[src/rtl/plot_frame_monitor_if.sv]
// Pixel-plot bus shared by the sprite drawers, the VGA adapter and the frame monitor.
// The drawer drives it through master; the adapter and the monitor only listen through slave.
interface plot_frame_monitor_if;
  logic [7:0] x;
  logic [6:0] y;
  logic [2:0] colour;
  logic       plot;

  modport master (output x, output y, output colour, output plot);
  modport slave  (input  x, input  y, input  colour, input  plot);
endinterface

[src/rtl/plot_frame_monitor.sv]
// Raster-order checker for the pixel-plot bus: counts pixels, flags ordering/range errors, marks frame completion.
// Optional running frame signature enabled by defining PLOT_FRAME_CHECKSUM_EN.
module plot_frame_monitor #(
  parameter int         WIDTH     = 160,
  parameter int         HEIGHT    = 120,
  parameter logic [2:0] BG_COLOUR = 3'b010
) (
  input  logic                CLOCK_50,
  input  logic                resetn,
  input  logic                clear,
  plot_frame_monitor_if.slave bus,
  output logic                frame_done,
  output logic                error,
  output logic [14:0]         pixel_count,
  output logic [14:0]         fg_count,
  output logic [15:0]         checksum,
  output logic                busy
);

  typedef enum logic [1:0] {IDLE, CAPTURE, DONE, ERROR} state_t;

  localparam logic [7:0] X_LIM  = 8'(WIDTH);
  localparam logic [6:0] Y_LIM  = 7'(HEIGHT);
  localparam logic [7:0] X_LAST = 8'(WIDTH - 1);
  localparam logic [6:0] Y_LAST = 7'(HEIGHT - 1);

  state_t      state_reg, state_next;
  logic [7:0]  ex_reg, ex_next;
  logic [6:0]  ey_reg, ey_next;
  logic [14:0] pixel_count_reg, pixel_count_next;
  logic [14:0] fg_count_reg, fg_count_next;
  logic        frame_done_reg, error_reg, busy_reg;
  logic        accept, restart;
  logic        in_range, at_origin, at_last, at_expected, is_fg;

  assign in_range    = (bus.x < X_LIM) && (bus.y < Y_LIM);
  assign at_origin   = (bus.x == 8'd0) && (bus.y == 7'd0);
  assign at_last     = (bus.x == X_LAST) && (bus.y == Y_LAST);
  assign at_expected = (bus.x == ex_reg) && (bus.y == ey_reg);
  assign is_fg       = (bus.colour != BG_COLOUR);

  always_comb begin
    state_next       = state_reg;
    ex_next          = ex_reg;
    ey_next          = ey_reg;
    pixel_count_next = pixel_count_reg;
    fg_count_next    = fg_count_reg;
    accept           = 1'b0;
    restart          = 1'b0;

    case (state_reg)
      IDLE: begin
        // Anything other than the origin is mid-frame traffic seen before sync.
        if (bus.plot && at_origin) begin
          restart    = 1'b1;
          state_next = CAPTURE;
        end
      end
      CAPTURE: begin
        if (bus.plot) begin
          if (in_range && at_expected) begin
            accept = 1'b1;
            if (at_last) state_next = DONE;
          end else begin
            state_next = ERROR;
          end
        end
      end
      DONE: begin
        if (bus.plot) begin
          if (at_origin) begin
            restart    = 1'b1;
            state_next = CAPTURE;
          end else begin
            state_next = ERROR;
          end
        end
      end
      default: ;
    endcase

    if (restart) begin
      pixel_count_next = 15'd1;
      fg_count_next    = {14'd0, is_fg};
      ex_next          = 8'd1;
      ey_next          = 7'd0;
    end else if (accept) begin
      pixel_count_next = pixel_count_reg + 15'd1;
      fg_count_next    = fg_count_reg + {14'd0, is_fg};
      if (ex_reg == X_LAST) begin
        ex_next = 8'd0;
        ey_next = ey_reg + 7'd1;
      end else begin
        ex_next = ex_reg + 8'd1;
      end
    end

    if (clear) begin
      state_next       = IDLE;
      ex_next          = 8'd0;
      ey_next          = 7'd0;
      pixel_count_next = 15'd0;
      fg_count_next    = 15'd0;
    end
  end

  always_ff @(posedge CLOCK_50 or negedge resetn) begin
    if (!resetn) begin
      state_reg       <= IDLE;
      ex_reg          <= 8'd0;
      ey_reg          <= 7'd0;
      pixel_count_reg <= 15'd0;
      fg_count_reg    <= 15'd0;
      frame_done_reg  <= 1'b0;
      error_reg       <= 1'b0;
      busy_reg        <= 1'b0;
    end else begin
      state_reg       <= state_next;
      ex_reg          <= ex_next;
      ey_reg          <= ey_next;
      pixel_count_reg <= pixel_count_next;
      fg_count_reg    <= fg_count_next;
      frame_done_reg  <= (state_next == DONE);
      error_reg       <= (state_next == ERROR);
      busy_reg        <= (state_next == CAPTURE);
    end
  end

  assign frame_done  = frame_done_reg;
  assign error       = error_reg;
  assign busy        = busy_reg;
  assign pixel_count = pixel_count_reg;
  assign fg_count    = fg_count_reg;

`ifdef PLOT_FRAME_CHECKSUM_EN
  logic [15:0] checksum_reg, checksum_next;

  // Rotate-left then fold in the colour; a restart seeds from zero.
  always_comb begin
    checksum_next = checksum_reg;
    if (restart)
      checksum_next = {13'd0, bus.colour};
    else if (accept)
      checksum_next = {checksum_reg[14:0], checksum_reg[15]} ^ {13'd0, bus.colour};
    if (clear)
      checksum_next = 16'h0000;
  end

  always_ff @(posedge CLOCK_50 or negedge resetn) begin
    if (!resetn) checksum_reg <= 16'h0000;
    else         checksum_reg <= checksum_next;
  end

  assign checksum = checksum_reg;
`else
  assign checksum = 16'h0000;
`endif

endmodule

[src/flat_wrapper.sv]
// flat-port wrapper written by rule: the top's interface ports become plain ports
module plot_frame_monitor_flat 
#(
  parameter int         WIDTH     = 160,
  parameter int         HEIGHT    = 120,
  parameter logic [2:0] BG_COLOUR = 3'b010
)
  (CLOCK_50, resetn, clear, frame_done, error, pixel_count, fg_count, checksum, busy, bus_x, bus_y, bus_colour, bus_plot);
  plot_frame_monitor_if bus_i ();
  input  logic CLOCK_50;
  input  logic resetn;
  input  logic clear;
  output logic frame_done;
  output logic error;
  output logic [14:0] pixel_count;
  output logic [14:0] fg_count;
  output logic [15:0] checksum;
  output logic busy;
  input wire logic [$bits(bus_i.x)-1:0] bus_x;
  input wire logic [$bits(bus_i.y)-1:0] bus_y;
  input wire logic [$bits(bus_i.colour)-1:0] bus_colour;
  input wire logic [$bits(bus_i.plot)-1:0] bus_plot;
  assign bus_i.x = bus_x;
  assign bus_i.y = bus_y;
  assign bus_i.colour = bus_colour;
  assign bus_i.plot = bus_plot;
  plot_frame_monitor #(.WIDTH(WIDTH), .HEIGHT(HEIGHT), .BG_COLOUR(BG_COLOUR)) u_core (.CLOCK_50(CLOCK_50), .resetn(resetn), .clear(clear), .bus(bus_i), .frame_done(frame_done), .error(error), .pixel_count(pixel_count), .fg_count(fg_count), .checksum(checksum), .busy(busy));
endmodule
[config.mk]
export PLATFORM = sky130hd
export DESIGN_NAME = plot_frame_monitor_flat
export DESIGN_NICKNAME = d
export VERILOG_FILES = /design/src/rtl/plot_frame_monitor_if.sv /design/src/rtl/plot_frame_monitor.sv /design/src/flat_wrapper.sv
export SDC_FILE = /design/constraint.sdc
export NUM_CORES = 1
export LEC_CHECK = 0
export ABC_AREA = 1
export CAP_MARGIN = 20
export CORE_MARGIN = 1
export CORE_UTILIZATION = 40
export DETAILED_ROUTE_END_ITERATION = 8
export HOLD_SLACK_MARGIN = 0.1
export PLACE_DENSITY = 0.73
export SYNTH_ARGS = -nofsm -noshare
export SYNTH_HDL_FRONTEND = slang
export SYNTH_SLANG_ARGS = --single-unit
[constraint.sdc]
create_clock -name CLOCK_50 -period 2.6 [get_ports CLOCK_50]
set_clock_uncertainty 0.1 [all_clocks]
set_input_delay 0.39 -clock CLOCK_50 [delete_from_list [all_inputs] [get_ports CLOCK_50]]
set_output_delay 0.39 -clock CLOCK_50 [all_outputs]
set_load 0.02 [all_outputs]
# After elaboration in Yosys (flattened, before gate mapping)

Cells that the tools add are included.

Register bits after elaboration: 50
Latch bits: 0
RAM bits: 0
Memory bits (read-only): 0
Input bits: 22
Output and inout bits: 49
Memories kept: 0

Add/sub/neg operators: 4
Multipliers: 0
Divide/modulo/power cells: 0
Order comparisons: 2
Equality and inequality tests: 11
Shifts and indexed selects: 0
Muxes and demuxes: 29
Bitwise gates (word level): 0
Reductions and logical operators: 12

Operator list:

| cell                                                                    | count |
|---|---|
| 15-bit 2-to-1 mux                                                       | 6 |
| 8-bit 2-to-1 mux                                                        | 4 |
| 7-bit 2-to-1 mux                                                        | 4 |
| 8-bit == test, second input constant                                    | 2 |
| 15-bit by 1-bit adder with 15-bit output                                | 1 |
| 15-bit by 1-bit adder with 15-bit output, second input constant         | 1 |
| 2-bit 2-to-1 mux                                                        | 7 |
| 8-bit by 1-bit adder with 8-bit output, second input constant           | 1 |
| 8-bit == test                                                           | 1 |
| 8-bit zero test                                                         | 1 |
| 8-bit < comparator, second input constant                               | 1 |
| 7-bit by 1-bit adder with 7-bit output, second input constant           | 1 |
| 7-bit == test                                                           | 1 |
| 7-bit == test, second input constant                                    | 1 |
| 7-bit zero test                                                         | 1 |
| 7-bit < comparator, second input constant                               | 1 |
| 2-bit == test, second input constant                                    | 3 |
| 1-bit logical AND                                                       | 6 |
| 1-bit 2-to-1 mux                                                        | 6 |
| 2-bit case mux with 3 select lines                                      | 1 |
| 3-bit nonzero test                                                      | 2 |
| 2-bit by 1-bit == test with 1-bit output, second input constant         | 2 |
| 3-bit by 2-bit inequality test with 1-bit output, second input constant | 1 |
| 2-bit zero test                                                         | 1 |
| other kinds (2)                                                         | 2 |

# Logic depth before layout (Yosys ltp)

Depth in word-level cells: 9
Gate-level depth with buffers: 12
Mapped depth without buffers: 11

# Least setup slack after synthesis

OpenSTA, ideal clock, no wires.

Path type: input to register
Start point: input bus_colour[0]
End point: register u_core.fg_count_reg[12] (netlist: u_core.fg_count[12])
Setup time: 0.118 ns
Data arrival time: 1.855 ns
Path slack: 0.527 ns
Stages: 10
Path buffers: 0
Cell sequence: or3b_2 > ha_1 > ha_1 > nand3_1 > inv_1 > nand3_1 > xor2_1 > nor2_1 > nand3_1 > nand2_1

Longest elaborated chain between the ends: 5

RTL lines:

| what                                             | line                      | text |
|---|---|---|
| start, declared                                  | flat_wrapper.sv:21        | `input wire logic [$bits(bus_i.colour)-1:0] bus_colour;` |
| 3-bit by 2-bit inequality test with 1-bit output | plot_frame_monitor.sv:40  | `assign is_fg = (bus.colour != BG_COLOUR);` |
| 15-bit by 1-bit adder with 15-bit output         | plot_frame_monitor.sv:89  | `fg_count_next = fg_count_reg + {14'd0, is_fg};` |
| 15-bit 2-to-1 mux                                | plot_frame_monitor.sv:87  | `end else if (accept) begin` |
| 15-bit 2-to-1 mux                                | plot_frame_monitor.sv:82  | `if (restart) begin` |
| 15-bit 2-to-1 mux                                | plot_frame_monitor.sv:98  | `if (clear) begin` |
| end signal, assigned                             | plot_frame_monitor.sv:122 | `fg_count_reg <= fg_count_next;` |
| end, declared                                    | plot_frame_monitor.sv:31  | `logic [14:0] fg_count_reg, fg_count_next;` |

Every way passes these cells. The select of a mux whose other input is x is not followed.
A chain may end at the register's enable or synchronous reset.

# Worst setup path in the final report

Start point: input bus_colour[1]
End point: register u_core.fg_count_reg[12] (netlist: u_core.fg_count[12])

The elaborated chain is that of the path after synthesis.

==> impl_summary.md <==
Timing
The maximum achievable frequency is between 400 and 500 MHz. For the final routed database, the setup TNS stands at 0 ns. The worst path in the final design needs a cycle of 2.268 ns, including I/O delays and setup. The worst slew margin relative to its limit is 0.5840. The final number of hold-violating endpoints came to 0. Dividing the final minimum period by the clock period gives 0.8722. Setup repair after global routing left no endpoint under its margin.

The number of max-slew violations in the final report is 0. The pin slew with the least headroom to its limit is 0.6241 ns. The final setup violation count is 0.

Die
From left edge to right edge, the die measures slightly below 100 µm. The initialized floorplan defines 34 standard-cell rows. The top-level port count is between 70 and 80. The starting density of the core is 0.4113.

The die footprint is 9306 µm². The core box area is ~8700 µm². From bottom edge to top edge, the die measures around 96 µm.

Final layout
The post-layout utilization of the core is 0.4958. The filler cell count is 857. The layout overhead on the synthesized area is 20.54%. The total inserted antenna cells is 0. The sequential cell area is 1251 µm². The share of post-route cells with drive strength above 1 is 0.06526. At the end of the flow, the number of nets in the layout was 593. The total area of multi-input combinational cells is approximately 2000 µm².

Critical path
STA classifies the critical path endpoint as a flip-flop. The critical path capture point is u_core.fg_count[12]. The maximum fanout along the worst path is 4. In this run the worst setup path begins at bus_colour[1].

The end of the worst register-to-register path is u_core.fg_count[11]. For the worst setup path, the data arrival time is 2.37 ns. The worst setup path is launched from a primary input.

The type of the worst setup path is primary input to flip-flop. The worst register-to-register path has a setup slack of 0.57 ns. The required time at the worst-slack endpoint is ~2.7 ns. The launching point of the worst reg2reg path is u_core.ex_reg[4]. Measured in cells, the most critical reg-to-reg path has a length of 11.

Routing
The count of nets left with antenna violations once routing finished came out at 0. In the routed design, unresolved DRC markers number 0. The routed layout has 3324 vias. Before antenna repair, the detailed router went through 4 iterations.

The detailed-route wire length per cell is 12.50 µm. The first routing iteration left 143 violations. Wires add up to between 8000 and 9000 µm. Dividing the detail-routed via count by the number of cells gives 4.924.

Logic synthesis
The average cell area after synthesis is 6.986 µm². The cell with the most instances after synthesis is sky130_fd_sc_hd__nand2_1. The post-synthesis share of cell area spent on xor and xnor gates is 0.08587. By area, the combinational part of the netlist is dominated by simple AND/OR/NAND/NOR gates.

The fraction of the yosys area taken by sequential cells is 0.3505. The top flip-flop cell by instance count after synthesis is sky130_fd_sc_hd__dfrtp_1. The proportion of synthesized flip-flops having asynchronous set or reset is 1.000. The portion of synthesized area spent on multiplexers is 0. sky130_fd_sc_hd__dfrtp_1 takes more of the synthesized area than any other cell.

The summed instance area of the synthesized netlist is between 3000 and 4000 µm². The count of flip-flops with a built-in enable after synthesis is 0. The post-synthesis compound-gate area fraction is 0.06555.

After synthesis, the cell types taking the most area are sky130_fd_sc_hd__dfrtp_1 35%, sky130_fd_sc_hd__nand2_1 15%, sky130_fd_sc_hd__nor2_1 7.5%. Counting every instance in the synthesized netlist gives 511. Synthesis inferred 50 register bits. The count of distinct cell types in the synthesized netlist is 31. Of the total synthesized cell area, the portion taken by AND, OR, NAND and NOR gates is 0.3666. The Yosys step of the flow raised 0 warnings. In the synthesized netlist, the cells that appear most often are 141 x sky130_fd_sc_hd__nand2_1, 71 x sky130_fd_sc_hd__nor2_1, 51 x sky130_fd_sc_hd__nand3_1. The area share of the largest cell type after synthesis is 0.3505.

Of the total synthesized cell area, the portion taken by full adders, half adders and majority gates is 0.01753.

Min path
The min-delay analysis places its worst path in the category primary input to async pin.

Power
The leakage component of the power is between 2 and 2.5 nW. The worst-case IR drop observed on VDD is 312.4 µV. Dividing total power by cell area gives a power density of roughly 400 nW/µm².

Placement
The count of buffers inserted at the top-level ports is between 50 and 60. Routability-driven placement finished with a final weighted congestion of 0.9082. The wire-length estimate of the detail-placed layout is 6147 µm.

Global routing
The initial antenna violation count is 0. The sum of overflow across all layers after global routing is 0. Entering global routing, the biggest net connects 51 pins. The number of global-route vias before repair came to 3267. The first global-routing pass estimated 14590 µm of wire. The total track usage is 0.1981.

Outcome
The run finished with clean final reports.

Clock network
For this design, the sink count on the clock tree is 50. The post-CTS clock slew at the launch and capture registers of the worst setup and hold paths is 0.09 ns. The later pin in the worst-skew pair is clocked with a latency of 0.31 ns. The clock tree root buffer cell is sky130_fd_sc_hd__clkbuf_8. The H-tree generated during clock tree synthesis spans 2 levels.

The number of hold buffers added after CTS was 0. The CTS tree is built. The post-CTS setup buffer count is 0. The clock passes through at most 2 buffers. The number of instances resized during post-cts repair is 0. The TritonCTS buffer count is 5.

Flow run
Max-cap violations in this run came to 0.
[cells by family after synthesis]
| family | Yosys count |
|---|---|
| compound gates | 38 |
| xor+xnor | 35 |
| fa+ha+maj | 5 |
| buf+inv | 81 |
| flops | 50 |
| other cells | 1 |
| simple gates | 301 |
[final cells by class]
| class | count | area share |
|---|---|---|
| Sequential cell | 50 | 0.2908 |
| Tap cell | 108 | 0.03140 |
| Clock buffer | 6 | 0.01919 |
| Inverter | 53 | 0.04682 |
| Clock inverter | 2 | 0.01396 |
| Multi-Input combinational cell | 395 | 0.4583 |
| Timing Repair Buffer | 61 | 0.1396 |
[layer usage]
layer	routed length, µm	vias to the layer above	global-route usage	share of wire
met4	71	0	0.04902	0.0084
met1	3939	1539	0.2629	0.47
met5	0	-	0	0
li1	-	1703	-	-
met3	259	10	0.02973	0.031
met2	4167	72	0.3380	0.49
[worst max-delay path: stages]
cell and delay (ns):
sky130_fd_sc_hd__clkdlybuf4s50_1 0.44, sky130_fd_sc_hd__or3b_2 0.45, sky130_fd_sc_hd__ha_1 0.22, sky130_fd_sc_hd__ha_1 0.24, sky130_fd_sc_hd__nand3_1 0.14, sky130_fd_sc_hd__inv_1 0.07, sky130_fd_sc_hd__nand3_1 0.09, sky130_fd_sc_hd__xor2_1 0.14
sky130_fd_sc_hd__nor2_1 0.05, sky130_fd_sc_hd__nand3_1 0.08, sky130_fd_sc_hd__nand2_1 0.06
[metrics by stage]
| stage | instances | instance area [µm²] | hold slack [ns] | power [mW] | worst slack, ns |
|---|---|---|---|---|---|
| after floorplan | 526 | 3626 | -0.005591 | 0.9871 | 0.5265 |
| after global placement | 667 | 4160 | 0.4080 | 1.056 | 0.03333 |
| after detailed placement | 667 | 4160 | 0.4210 | 1.061 | 0.01380 |
| after CTS | 675 | 4303 | 0.1021 | 1.728 | 0.3349 |
| after global routing | 675 | 4303 | 0.1299 | 1.790 | 0.2138 |
| final | 675 | 4303 | 0.06549 | 1.723 | 0.3324 |
[worst min-delay path by stage]
stage / start / to / slack, ns / cells past startpoint
2_1_floorplan: resetn / u_core.busy / -0.006 / 0
3_3_place_gp: u_core.fg_count[0] / u_core.fg_count[0] / 0.41 / 2
3_5_place_dp: u_core.fg_count[14] / u_core.fg_count[14] / 0.42 / 2
4_1_cts: resetn / u_core.fg_count[3] / 0.10 / 2
5_1_grt: resetn / u_core.fg_count[7] / 0.13 / 2
6_report: resetn / u_core.fg_count[3] / 0.07 / 2
[layout by cell type, fill, tap and decap left out]
cell,count
sky130_fd_sc_hd__conb_1,16
sky130_fd_sc_hd__inv_1,48
sky130_fd_sc_hd__a21oi_1,11
sky130_fd_sc_hd__nor2_1,71
sky130_fd_sc_hd__buf_2,1
sky130_fd_sc_hd__clkdlybuf4s50_1,53
sky130_fd_sc_hd__buf_4,6
sky130_fd_sc_hd__nand3_1,51
sky130_fd_sc_hd__nor2_4,1
sky130_fd_sc_hd__buf_12,1
sky130_fd_sc_hd__inv_4,1
sky130_fd_sc_hd__nand4_1,17
sky130_fd_sc_hd__xnor2_1,7
sky130_fd_sc_hd__clkbuf_8,6
sky130_fd_sc_hd__ha_1,5
sky130_fd_sc_hd__dfrtp_1,50
sky130_fd_sc_hd__nor2_2,1
sky130_fd_sc_hd__nand4_4,1
sky130_fd_sc_hd__bufinv_16,2
sky130_fd_sc_hd__nor3b_1,1
sky130_fd_sc_hd__inv_2,3
sky130_fd_sc_hd__nand3b_1,1
sky130_fd_sc_hd__nor3_1,12
sky130_fd_sc_hd__a211oi_1,1
sky130_fd_sc_hd__o21ai_0,15
sky130_fd_sc_hd__nand2_4,2
sky130_fd_sc_hd__xor2_1,28
sky130_fd_sc_hd__and3_1,1
sky130_fd_sc_hd__o21ai_2,11
sky130_fd_sc_hd__or3b_2,1
sky130_fd_sc_hd__clkinv_1,1
sky130_fd_sc_hd__nand2_1,141
[where the power goes]
group	total, mW	leakage (nW)	switching [mW]	internal (mW)
clock	0.677	0.0714	0.266	0.410
combinational	0.230	1.25	0.145	0.0854
sequential	0.816	0.692	0.0240	0.792
(Power assumes the default switching activity.)
